===== config.mk =====
export PLATFORM = sky130hd
export DESIGN_NAME = mem_log_reader
export DESIGN_NICKNAME = d
export VERILOG_FILES = /design/src/rtl/mem_log_reader.sv
export SDC_FILE = /design/constraint.sdc
export NUM_CORES = 1
export LEC_CHECK = 0
export BUFFER_PORTS_ARGS = -buffer_cell sky130_fd_sc_hd__buf_2
export CORE_MARGIN = 2
export CORE_UTILIZATION = 39
export DETAILED_ROUTE_END_ITERATION = 6
export GPL_TIMING_DRIVEN = 0
export PLACE_DENSITY_LB_ADDON = 0.1
export SETUP_SLACK_MARGIN = 0.4
export SLEW_MARGIN = 20
export SYNTH_ARGS = -nofsm -noshare
export SYNTH_HDL_FRONTEND = slang
export SYNTH_SLANG_ARGS = --single-unit

===== constraint.sdc =====
create_clock -name clk -period 3.2 [get_ports clk]
set_input_delay 0.32 -clock clk [delete_from_list [all_inputs] [get_ports clk]]
set_output_delay 0.32 -clock clk [all_outputs]
set_load 0.05 [all_outputs]

===== src/rtl/mem_log_reader.sv =====
// mem_log_reader: readout stage for the dual-BRAM sample logger.
// Once the logger is full it takes over the logger read port, sweeps every
// address in ascending order, and streams each log word out MSB byte first
// over a valid/ready handshake. o_done pulses when the last byte is accepted.
//
// Ports:
//   clk                  system clock, rising edge
//   i_rst                asynchronous reset, active-low
//   i_start              dump request (honoured only in IDLE)
//   i_mem_full           logger full flag
//   i_data_log_from_mem  logger read data (2*BRAM_DATA_WIDTH bits)
//   o_read_log           read request to logger (level)
//   o_addr_log_to_mem    logger read address
//   o_byte               stream data
//   o_byte_valid         stream valid
//   i_byte_ready         stream ready from consumer
//   o_busy               high in every state except IDLE
//   o_done               one-cycle pulse after the final byte is accepted
module mem_log_reader #(
  parameter int unsigned BRAM_ADDR_WIDTH = 15,
  parameter int unsigned BRAM_DATA_WIDTH = 16,
  parameter int unsigned RD_LATENCY      = 1,
  parameter int unsigned SETTLE_CYCLES   = 2
) (
  input  logic                           clk,
  input  logic                           i_rst,
  input  logic                           i_start,
  input  logic                           i_mem_full,
  input  logic [2*BRAM_DATA_WIDTH-1:0]   i_data_log_from_mem,
  output logic                           o_read_log,
  output logic [BRAM_ADDR_WIDTH-1:0]     o_addr_log_to_mem,
  output logic [7:0]                     o_byte,
  output logic                           o_byte_valid,
  input  logic                           i_byte_ready,
  output logic                           o_busy,
  output logic                           o_done
);

  localparam int unsigned LW  = 2 * BRAM_DATA_WIDTH;
  localparam int unsigned BPW = LW / 8;
  localparam int unsigned BCW = (BPW > 1) ? $clog2(BPW) : 1;
  localparam int unsigned WCW = 3;

  typedef enum logic [2:0] {
    S_IDLE      = 3'd0,
    S_WAIT_FULL = 3'd1,
    S_SETTLE    = 3'd2,
    S_WAIT_DATA = 3'd3,
    S_CAPTURE   = 3'd4,
    S_SEND      = 3'd5,
    S_DONE      = 3'd6
  } state_e;

  state_e                     state_q, state_d;
  logic                       read_log_q, read_log_d;
  logic [BRAM_ADDR_WIDTH-1:0] addr_q, addr_d;
  logic [LW-1:0]              shift_q, shift_d;
  logic                       valid_q, valid_d;
  logic                       busy_q, busy_d;
  logic                       done_q, done_d;
  logic [WCW-1:0]             wait_cnt_q, wait_cnt_d;
  logic [BCW-1:0]             byte_cnt_q, byte_cnt_d;

  logic xfer_c, last_byte_c, last_addr_c;

  assign xfer_c      = valid_q & i_byte_ready;
  assign last_byte_c = (byte_cnt_q == BCW'(BPW - 1));
  assign last_addr_c = &addr_q;

  // State register
  always_ff @(posedge clk or negedge i_rst) begin
    if (!i_rst) begin
      state_q <= S_IDLE;
    end else begin
      state_q <= state_d;
    end
  end

  // Next-state logic
  always_comb begin
    state_d = state_q;
    case (state_q)
      S_IDLE:      if (i_start) state_d = S_WAIT_FULL;
      S_WAIT_FULL: if (i_mem_full) state_d = S_SETTLE;
      S_SETTLE:    if (wait_cnt_q == WCW'(SETTLE_CYCLES - 1)) state_d = S_WAIT_DATA;
      S_WAIT_DATA: if (wait_cnt_q == WCW'(RD_LATENCY - 1)) state_d = S_CAPTURE;
      S_CAPTURE:   state_d = S_SEND;
      S_SEND: begin
        if (xfer_c && last_byte_c) begin
          state_d = last_addr_c ? S_DONE : S_WAIT_DATA;
        end
      end
      S_DONE:      state_d = S_IDLE;
      default:     state_d = S_IDLE;
    endcase
  end

  // Output / datapath next values; every output is taken from a flop
  always_comb begin
    addr_d     = addr_q;
    shift_d    = shift_q;
    valid_d    = valid_q;
    byte_cnt_d = byte_cnt_q;
    wait_cnt_d = '0;
    read_log_d = (state_d == S_SETTLE) || (state_d == S_WAIT_DATA) ||
                 (state_d == S_CAPTURE) || (state_d == S_SEND);
    busy_d     = (state_d != S_IDLE);
    done_d     = (state_d == S_DONE);
    case (state_q)
      S_WAIT_FULL: begin
        addr_d     = '0;
        byte_cnt_d = '0;
        valid_d    = 1'b0;
      end
      S_SETTLE, S_WAIT_DATA: begin
        // Counter restarts at zero whenever the state is left
        if (state_d == state_q) wait_cnt_d = wait_cnt_q + WCW'(1);
      end
      S_CAPTURE: begin
        shift_d    = i_data_log_from_mem;
        valid_d    = 1'b1;
        byte_cnt_d = '0;
      end
      S_SEND: begin
        if (xfer_c) begin
          if (last_byte_c) begin
            // Address wraps to zero after the final word
            valid_d    = 1'b0;
            byte_cnt_d = '0;
            addr_d     = addr_q + BRAM_ADDR_WIDTH'(1);
          end else begin
            byte_cnt_d = byte_cnt_q + BCW'(1);
            shift_d    = shift_q << 8;
          end
        end
      end
      default: begin
        valid_d = 1'b0;
      end
    endcase
  end

  // Datapath and output registers
  always_ff @(posedge clk or negedge i_rst) begin
    if (!i_rst) begin
      read_log_q <= 1'b0;
      addr_q     <= '0;
      shift_q    <= '0;
      valid_q    <= 1'b0;
      busy_q     <= 1'b0;
      done_q     <= 1'b0;
      wait_cnt_q <= '0;
      byte_cnt_q <= '0;
    end else begin
      read_log_q <= read_log_d;
      addr_q     <= addr_d;
      shift_q    <= shift_d;
      valid_q    <= valid_d;
      busy_q     <= busy_d;
      done_q     <= done_d;
      wait_cnt_q <= wait_cnt_d;
      byte_cnt_q <= byte_cnt_d;
    end
  end

  // The current byte is always the top byte of the shift register
  assign o_byte            = shift_q[LW-1 -: 8];
  assign o_read_log        = read_log_q;
  assign o_addr_log_to_mem = addr_q;
  assign o_byte_valid      = valid_q;
  assign o_busy            = busy_q;
  assign o_done            = done_q;

endmodule


==> results.toml <==
[clock_tree]
cts_tree = "done"
post_cts_buffers = 0
cts_made_buffers = 9
path_clk_slew_ns = 0.07
cts_resized = 0
ctsRootBufferMaster = "clkbuf_8"
h-tree-depth = 3
cts_buffer_depth = 2
cts_sinks = 59
cts_hold_buffers = 0
clock_latency_ns = 0.33

[timing]
slew_headroom = 0.497
fin_crit_sh = 0.603
setup_viol = 0
max_freq_ghz = 0.519
worst_pin_slew_ns = 0.754
fin_crit_ns = 1.93
skew_ns = 0.00631
slew_viol_final = 0
hold_viol = 0
final.setup.tns_ns = 0
rsz0062_at_grt = "false"

[global_routing]
grt_pass1_vias = 2338
overflow = 0
grt_pass1_wl_um = 11400
grt_max_degree = 60
grt_util_all_layers = 0.172
antenna_found_initial = 0

[synth]
synth_seq_cells = 59
synth_cell_types = 47
yosysSeqAreaShare = 0.497
yosys_warnings = 0
postSynthCellCount = 321
netlist_area_mm2 = 0.00297
synth_simple_gate_area_frac = 0.235
synth-adder-area-share = 0.0210
ys.flop_type = "dfrtp_1"
synth-compound-area-share = 0.173
async_flop_share = 1.00
synth_xor_area_frac = 0.00884
synth.area.mux_share = 0.00715
syn_area_per_cell_um2 = 9.26
synth-edff-count = 0
synth_top_family_by_area = "simple AND/OR/NAND/NOR gates"
synth_nets = 363

[floorplan]
die_w_um = 91.3
initial_core_util = 0.406
die_area_mm2 = 0.00834
design.core.area_mm2 = 0.00733
die_h_um = 91.3
ios = 64
num_rows = 31

[drt]
drt-initial-drc-count = 108
antenna_left = 0
drc = 0
drt-vias-per-instance = 5.05
wl_per_cell_um = 13.7
routed_wirelength_um = 6850
vias = 2519
dr.pass1.iters = 5

[worst_setup_path]
critical-path-slowest-cell = "dfrtp_1"
crit_buf_inv = 2
critPathMaxFanout = 10
slowest_delay_ns = 0.41
worst_path_most_repeated_cell = "buf_2"
cp-start-kind = "register"
cp_top_family = "buffers and inverters"
setup.worst_path.end_class = "register"
crit_chain = "ha_1 > nand3b_1 > a21oi_1 > buf_2 > buf_2 > a31oi_1"
critPathRequiredTime_ns = 3.40
crit_cells = 6
crit_arrival_ns = 2.13
rr_worst_depth = 6
path_class = "reg -> reg"

[placement]
port-buffer-count = 63
placed_area_mm2 = 0.00341
gp_congestion = 0.770
dp.cells = 483
dp_hpwl_um = 4860

[layout]
final_area_mm2 = 0.00366
diodes = 0
mostFrequentLayoutCell = "buf_2"
nFillCells = 728
drive_above_1_share = 0.270
syn_to_final_growth_pct = 23.2
mostFrequentLayoutCells = "69 x buf_2, 64 x nand2_1, 59 x dfrtp_1"
fin_util = 0.500
fin_cells = 499
layout.nets = 437

[hold_path]
hold_path.class = "in -> async"

[pwr]
power_w = 0.00331
power.density_mw_per_mm2 = 903
p_leak_nw = 1.74
vdd_drop_max_mv = 0.400

[status]
status = "complete, no violations"

[job]
cap_violations = 0
-- area by class of cell --
class,count,area (µm²),area share
Multi-Input combinational cell,231,1320,0.361
Inverter,5,18.8,0.00512
Clock buffer,10,138,0.0376
Tap cell,99,124,0.0338
Clock inverter,6,111,0.0304
Timing Repair Buffer,63,318,0.0867
Buffer,26,156,0.0427
Sequential cell,59,1480,0.403
-- flip-flops by register name, summed over array words and instances, names as in the netlist, 2 cells and up --
name	flops
wait_cnt_q	3
byte_cnt_q	2
o_addr_log_to_mem	15
state_q	3
shift_q	32
-- logic make-up after synthesis --
logic type / Yosys count
AOI/OAI and AO/OA: 75
xor gates and xnor gates: 3
adders and majority gates: 5
buffers and inverters: 31
DFF: 59
muxes: 2
and+or+nand+nor: 146
-- worst paths after layout --
path                                              from                    to  slack (ns)
worst max-delay path                     byte_cnt_q[0]            shift_q[9]        1.27
worst max register to register           byte_cnt_q[0]            shift_q[9]        1.27
min in group clk                i_data_log_from_mem[0]            shift_q[0]        0.20
max in group asynchronous                        i_rst           shift_q[15]        2.64
worst min register to register           wait_cnt_q[0]         wait_cnt_q[0]        0.49
worst min-delay path                             i_rst  o_addr_log_to_mem[6]        0.04
-- worst register-to-register path, stage by stage (launching register included) --
cell and delay, ns:
dfrtp_1 0.41, ha_1 0.24, nand3b_1 0.21, a21oi_1 0.30, buf_2 0.28, buf_2 0.26, a31oi_1 0.11
-- metrics by stage --
stage	worst slack (ns)	hold slack, ns
after floorplan	1.38	0.0244
after global placement	1.30	0.484
after detailed placement	1.30	0.447
after CTS	1.27	0.0824
after global routing	1.17	0.116
final	1.27	0.0365
-- synth_stat cells (3+ instances only) --
| cell type | number | share of area |
|---|---|---|
| or4_1 | 5 | 0.013 |
| inv_1 | 5 | 0.0063 |
| buf_4 | 9 | 0.023 |
| a22o_1 | 8 | 0.024 |
| dfrtp_1 | 59 | 0.50 |
| and3_1 | 4 | 0.0084 |
| a31o_2 | 3 | 0.0088 |
| o31ai_1 | 5 | 0.013 |
| nand4_1 | 6 | 0.013 |
| and2_1 | 4 | 0.0084 |
| nor2_1 | 35 | 0.044 |
| and4_1 | 3 | 0.0088 |
| a31oi_1 | 24 | 0.051 |
| nand2_1 | 64 | 0.081 |
| nand2b_1 | 3 | 0.0063 |
| nand3_1 | 5 | 0.0084 |
| buf_2 | 7 | 0.012 |
| a21oi_1 | 16 | 0.027 |
| clkbuf_1 | 7 | 0.0088 |
| ha_1 | 5 | 0.021 |
| o21ai_0 | 9 | 0.015 |
-- power breakdown --
group	switching [W]	internal, W
logic	0.000862	0.000469
clock network	0.000309	0.000540
registers	0.000146	0.000983
total	0.00132	0.00199
-- metal layers --
| layer | track usage | routed length, µm |
|---|---|---|
| met1 | 0.258 | 3560 |
| met2 | 0.241 | 2840 |
| met3 | 0.0423 | 348 |
| met4 | 0.0644 | 93 |
| met5 | 0 | 0 |
(Power assumes the default switching activity.)
